**src/rtl/multi_pwm_breather.sv**
```systemverilog
// -----------------------------------------------------------------------------
// multi_pwm_breather
//
// Purpose:
//   Multi-channel LED "breathing" PWM generator. A shared free-running PWM
//   counter defines the PWM period. A prescaler counts periods and issues ramp
//   steps. Each channel owns a ramp level. The ramp is either a sawtooth or a
//   triangle, and each channel starts from its own phase offset. The level is
//   copied into a per-channel duty shadow only at a period wrap, so the duty
//   never changes part-way through a period.
//
// Parameters:
//   NUM_CH  number of channels (1..16)
//   PWM_W   width of the PWM counter, levels and duty (4..12)
//   DIV_W   width of the ramp prescaler and of step_div
//
// Ports:
//   clk          system clock; all state updates on its rising edge
//   rst          asynchronous, active-high reset
//   en           run enable; when low the counter, prescaler and ramps hold
//                and pwm_out is forced low
//   mode         0 = sawtooth ramp, 1 = triangle ramp
//   step_div     number of extra PWM periods between ramp steps
//   pwm_out      registered PWM output, one bit per channel
//   period_tick  registered one-cycle pulse following each PWM period wrap
//
// Build option:
//   BREATHE_GAMMA_EN  when defined, the duty is (level*level) >> PWM_W,
//                     computed at full 2*PWM_W precision. When undefined,
//                     the duty equals the level and no multiplier is built.
// -----------------------------------------------------------------------------
module multi_pwm_breather #(
  parameter int NUM_CH = 2,
  parameter int PWM_W  = 8,
  parameter int DIV_W  = 16
) (
  input  logic              clk,
  input  logic              rst,
  input  logic              en,
  input  logic              mode,
  input  logic [DIV_W-1:0]  step_div,
  output logic [NUM_CH-1:0] pwm_out,
  output logic              period_tick
);

  localparam logic [PWM_W-1:0] LVL_ZERO   = {PWM_W{1'b0}};
  localparam logic [PWM_W-1:0] LVL_ONE    = {{(PWM_W-1){1'b0}}, 1'b1};
  localparam logic [PWM_W-1:0] LVL_MAX    = {PWM_W{1'b1}};
  localparam logic [DIV_W-1:0] PRESC_ZERO = {DIV_W{1'b0}};
  localparam logic [DIV_W-1:0] PRESC_ONE  = {{(DIV_W-1){1'b0}}, 1'b1};

  // Reset level of channel k: (k * 2^PWM_W) / NUM_CH, truncated. This
  // spreads the channels evenly around the ramp.
  function automatic logic [PWM_W-1:0] init_level(input int k);
    int full_s;
    full_s = (k << PWM_W) / NUM_CH;
    return full_s[PWM_W-1:0];
  endfunction

  // Maps a ramp level to the duty that is loaded into the shadow register.
  function automatic logic [PWM_W-1:0] correct_level(input logic [PWM_W-1:0] lvl);
`ifdef BREATHE_GAMMA_EN
    logic [2*PWM_W-1:0] sq_s;
    sq_s = {{PWM_W{1'b0}}, lvl} * {{PWM_W{1'b0}}, lvl};
    return sq_s[2*PWM_W-1:PWM_W];
`else
    return lvl;
`endif
  endfunction

  logic [PWM_W-1:0]             pwm_cnt_r;
  logic [DIV_W-1:0]             presc_r;
  logic                         period_tick_r;
  logic [NUM_CH-1:0]            pwm_out_r;
  logic [NUM_CH-1:0][PWM_W-1:0] level_r;
  logic [NUM_CH-1:0]            dir_r;
  logic [NUM_CH-1:0][PWM_W-1:0] duty_r;

  logic                         wrap_s;
  logic                         step_s;
  logic [NUM_CH-1:0][PWM_W-1:0] level_nxt_s;
  logic [NUM_CH-1:0]            dir_nxt_s;
  logic [NUM_CH-1:0][PWM_W-1:0] corr_s;
  logic [NUM_CH-1:0]            pwm_nxt_s;

  // A wrap is the last enabled cycle of a period. A ramp step happens on a
  // wrap only when the prescaler has reached step_div exactly. If step_div
  // drops below the current prescaler value, the prescaler keeps counting,
  // rolls over through zero and then matches the new value.
  always_comb begin
    wrap_s = en & (pwm_cnt_r == LVL_MAX);
    step_s = wrap_s & (presc_r == step_div);
  end

  // Next ramp position of every channel, applied only when a step occurs.
  always_comb begin
    level_nxt_s = level_r;
    dir_nxt_s   = dir_r;
    for (int k = 0; k < NUM_CH; k++) begin
      if (mode) begin
        // Triangle ramp: an endpoint spends one step turning around, so the
        // level stays at the top and bottom for two step intervals.
        if (dir_r[k]) begin
          if (level_r[k] == LVL_MAX) begin
            level_nxt_s[k] = level_r[k];
            dir_nxt_s[k]   = 1'b0;
          end else begin
            level_nxt_s[k] = level_r[k] + LVL_ONE;
            dir_nxt_s[k]   = 1'b1;
          end
        end else begin
          if (level_r[k] == LVL_ZERO) begin
            level_nxt_s[k] = level_r[k];
            dir_nxt_s[k]   = 1'b1;
          end else begin
            level_nxt_s[k] = level_r[k] - LVL_ONE;
            dir_nxt_s[k]   = 1'b0;
          end
        end
      end else begin
        // Sawtooth ramp: the level wraps naturally at the counter width, and
        // the direction is kept "up" so a later switch to triangle rises first.
        level_nxt_s[k] = level_r[k] + LVL_ONE;
        dir_nxt_s[k]   = 1'b1;
      end
    end
  end

  // Duty source for the shadow registers and the next PWM output value.
  always_comb begin
    corr_s    = level_r;
    pwm_nxt_s = {NUM_CH{1'b0}};
    for (int k = 0; k < NUM_CH; k++) begin
      corr_s[k] = correct_level(level_r[k]);
      if (en) begin
        pwm_nxt_s[k] = (pwm_cnt_r < duty_r[k]);
      end else begin
        pwm_nxt_s[k] = 1'b0;
      end
    end
  end

  // PWM counter, period tick and ramp prescaler.
  always_ff @(posedge clk or posedge rst) begin
    if (rst) begin
      pwm_cnt_r     <= LVL_ZERO;
      presc_r       <= PRESC_ZERO;
      period_tick_r <= 1'b0;
    end else begin
      period_tick_r <= wrap_s;
      if (en) begin
        pwm_cnt_r <= pwm_cnt_r + LVL_ONE;
      end
      if (wrap_s) begin
        if (step_s) begin
          presc_r <= PRESC_ZERO;
        end else begin
          presc_r <= presc_r + PRESC_ONE;
        end
      end
    end
  end

  // Per-channel ramp level and direction.
  always_ff @(posedge clk or posedge rst) begin
    if (rst) begin
      for (int k = 0; k < NUM_CH; k++) begin
        level_r[k] <= init_level(k);
        dir_r[k]   <= 1'b1;
      end
    end else if (step_s) begin
      level_r <= level_nxt_s;
      dir_r   <= dir_nxt_s;
    end
  end

  // Duty shadows and registered PWM outputs. The shadow loads on the wrap
  // edge from the level as it was before a step on that same edge, so a new
  // level is first seen in the period after next.
  always_ff @(posedge clk or posedge rst) begin
    if (rst) begin
      duty_r    <= {(NUM_CH*PWM_W){1'b0}};
      pwm_out_r <= {NUM_CH{1'b0}};
    end else begin
      if (wrap_s) begin
        duty_r <= corr_s;
      end
      pwm_out_r <= pwm_nxt_s;
    end
  end

  assign pwm_out     = pwm_out_r;
  assign period_tick = period_tick_r;

endmodule

```
**config.mk**
```make
export PLATFORM = sky130hd
export DESIGN_NAME = multi_pwm_breather
export DESIGN_NICKNAME = d
export VERILOG_FILES = /design/src/rtl/multi_pwm_breather.sv
export SDC_FILE = /design/constraint.sdc
export NUM_CORES = 1
export LEC_CHECK = 0
export ABC_AREA = 1
export CAP_MARGIN = 20
export CORE_MARGIN = 2
export CORE_UTILIZATION = 47
export CTS_CLUSTER_SIZE = 25
export DETAILED_ROUTE_END_ITERATION = 12
export PLACE_DENSITY = 0.68
export SLEW_MARGIN = 20
export SYNTH_ARGS = -nofsm -noshare
export SYNTH_HDL_FRONTEND = slang
export SYNTH_SLANG_ARGS = --single-unit
```
**constraint.sdc**
```tcl
create_clock -name clk -period 2.3 [get_ports clk]
set_clock_uncertainty 0.2 [all_clocks]
set_input_delay 0.575 -clock clk [delete_from_list [all_inputs] [get_ports clk]]
set_output_delay 0.575 -clock clk [all_outputs]
set_load 0.01 [all_outputs]
```
==> impl_metrics.json <==
{
  "status": "completed",
  "hold_path_class": "flip-flop to flip-flop",
  "slowest_stage": "clkdlybuf4s50_1",
  "drt_first_iter_violations": 148,
  "clkPwrFrac_pct": 40.1,
  "regToRegSetupSlack_ns": 0.23,
  "grt_pass1_wl_um": 17710,
  "syn_inst": 636,
  "async_flop_share_pct": 100.0,
  "fin_util_pct": 57.12,
  "clk_pin_slew_ns": 0.07,
  "synth_nets": 678,
  "internal_power_mw": 2.103,
  "synth_edf_count": 0,
  "antenna_found_initial": 0,
  "total_power_mw": 2.880,
  "vias_per_cell": 5.114,
  "tightest_slew_ns": 0.3465,
  "synth_area_leaders": "dfrtp_1 (34%), nand2_1 (21%), inv_1 (7.4%)",
  "synth.distinct_cells": 29,
  "cts_num_sinks": 61,
  "crit_chain": "clkdlybuf4s50_1 -> inv_1 -> nand2_1 -> nand2_1 -> nor2_1 -> nand2_1 -> nor2_4 -> nand3_4 -> nor2_4 -> nand2_1 -> nand2_1",
  "synthFlopType": "dfrtp_1",
  "cts_hold_buf": 0,
  "arrival_ns": 2.29,
  "ys_ff_latch": 61,
  "wl_um": 10260,
  "fp.dieArea_sq_um": 9914,
  "htreeDepth": 3,
  "cpPeakStageDelay_ns": 0.50,
  "period_needed_ns": 2.207,
  "route.detailed.drc": 0,
  "wl_per_cell_um": 12.91,
  "critPathLaunchType": "input port",
  "cts_tree": "yes",
  "core-area_sq_um": 8806,
  "cpMostUsedCell": "nand2_1",
  "antenna_cells": 0,
  "hold_viol": 0,
  "whs_ns": 0.2841,
  "nFillCells": 829,
  "io_buffers": 22,
  "drive_gt1_share_pct": 9.753,
  "fmax_ghz": 0.4531,
  "place.gp.congestion": 0.9319,
  "clock_path_buffers": 2,
  "clockRootBuffer": "clkbuf_8",
  "ir_worst_vdd_uv": 313.0,
  "p_sw_uw": 777.6,
  "max_cap_viol_count": 0,
  "maxSlewHeadroom_pct": 76.73,
  "synthTopCellsByCount": "nand2_1 (235), inv_1 (85), dfrtp_1 (58)",
  "finalMaxSlewViolations": 0,
  "gr-total-overflow": 0,
  "rows": 34,
  "vias": 4066,
  "yosysTopAreaCell": "dfrtp_1",
  "seqPwrFrac_pct": 43.2,
  "grt_pass1_vias": 4012,
  "ys_warn_count": 0,
  "io_pins": 23,
  "synth_top_area_share_pct": 33.81,
  "grt_max_degree": 62,
  "ant_nets": 0,
  "min_period_over_period_pct": 95.95,
  "worstPathMaxFanout": 8,
  "seq_area_frac_synth_pct": 35.65,
  "finalSetupViolCount": 0,
  "insertion_delay_ns": 0.34,
  "initial_core_util_pct": 48.75,
  "grt_usage_pct": 21.98,
  "dr.pass1.iters": 7,
  "avgSynthCellArea_sq_um": 6.750,
  "fp.dieW_um": 99.57,
  "yosysMostFrequentCell": "nand2_1",
  "syn2layout_area_growth_pct": 17.17,
  "swShare_pct": 27.00,
  "cellPowerDensity_nw_per_um2": 572.6,
  "combPwrFrac_pct": 16.7,
  "fin_nets": 724,
  "end_kind": "flip-flop",
  "crit_required_ns": 2.38,
  "dp.final_hpwl_um": 7701,
  "synth_area_sq_um": 4293,
  "critPathKind": "input port to flip-flop",
  "p_leak_nw": 2.760,
  "tns_ns": 0,
  "numCtsBuffers": 9,
  "dieHeight_um": 99.57
}
[per-layer routing]
metal	part of all wire [%]	wire (um)	track usage (%)	vias to the layer above
li1	-	-	-	2085
met1	47	4799	27.76	1867
met2	48	4950	38.05	99
met3	3.7	378	4.287	15
met4	1.3	133	6.639	0
met5	0	0	0	-
[registers in the layout, indices dropped and copies added, names as in the netlist]
register and cells:
corr_s 16, dir_r 2, duty_r 16, period_tick 1, presc_r 16, pwm_cnt_r 8, pwm_out 2
[cell type report]
| class | count | area, sq um | share of cell area [%] |
|---|---|---|---|
| clock inverter | 6 | 111.4 | 2.214 |
| multi-input combinational | 467 | 2347 | 46.67 |
| timing repair buffer | 46 | 412.9 | 8.209 |
| tap | 108 | 135.1 | 2.687 |
| clock buffer | 10 | 127.6 | 2.537 |
| inverter | 97 | 365.4 | 7.264 |
| sequential | 61 | 1530 | 30.42 |
[placed cells by master, fill, tap and decap left out, drive strengths merged]
cell type / n
a21o: 2
a21oi: 10
buf: 24
bufinv: 3
clkbuf: 10
clkdlybuf4s50: 22
clkinv: 4
clkinvlp: 1
dfrtp: 58
dfstp: 3
ha: 22
inv: 95
nand2: 235
nand3: 41
nand3b: 2
nand4: 21
nor2: 57
nor2b: 1
nor3: 12
o21ai: 41
o31ai: 1
xnor2: 3
xor2: 19
[repair_timing]
action                                 in CTS  in global routing
setup endpoints to repair                   0                 16
setup buffers                               0                  4
endpoints found under the hold margin       0                  0
gates resized for setup                     0                  2
[final timing paths]
check                             start  cells past startpoint          to
setup / recovery            step_div[3]                     11   corr_s[6]
hold / removal                duty_r[6]                      2   duty_r[6]
setup reg to reg           pwm_cnt_r[1]                      8  presc_r[4]
hold reg to reg               duty_r[6]                      2   duty_r[6]
max in group asynchronous           rst                      3    dir_r[1]
min in group asynchronous           rst                      3  presc_r[5]
[power by group through the flow]
| stage | sequential [mW] | combinational (mW) | clock, mW |
|---|---|---|---|
| after global placement | 1.26 | 0.458 | 0 |
| after detailed placement | 1.26 | 0.480 | 0 |
| final | 1.24 | 0.481 | 1.16 |
| after floorplan | 1.23 | 0.329 | 0 |
| after global routing | 1.26 | 0.559 | 1.23 |
| after CTS | 1.24 | 0.483 | 1.18 |
[metrics by stage]
| step | worst slack (ns) | cells | cell area [sq um] |
|---|---|---|---|
| 2_1_floorplan | 0.01692 | 636 | 4293 |
| 3_3_place_gp | -0.2128 | 775 | 4756 |
| 3_5_place_dp | -0.2337 | 775 | 4756 |
| 4_1_cts | 0.09997 | 791 | 4995 |
| 5_1_grt | -0.008786 | 795 | 5030 |
| 6_report | 0.09311 | 795 | 5030 |
[kinds of logic after synthesis]
| kind of cell | Yosys count | share of synthesized area [%] |
|---|---|---|
| adder cells (fa/ha/maj) | 22 | 6.412 |
| flip-flops | 61 | 35.65 |
| XOR/XNOR | 22 | 4.489 |
| AO/OA/AOI/OAI | 54 | 6.471 |
| buffers and inverters | 108 | 9.793 |
| AND/OR/NAND/NOR | 369 | 37.19 |
[worst max-delay path: cells and delay by family]
| kind | cells | cell delay [ns] |
|---|---|---|
| and+or+nand+nor | 9 | 1.15 |
| buffers and inverters | 2 | 0.55 |
(Power assumes the default switching activity.)
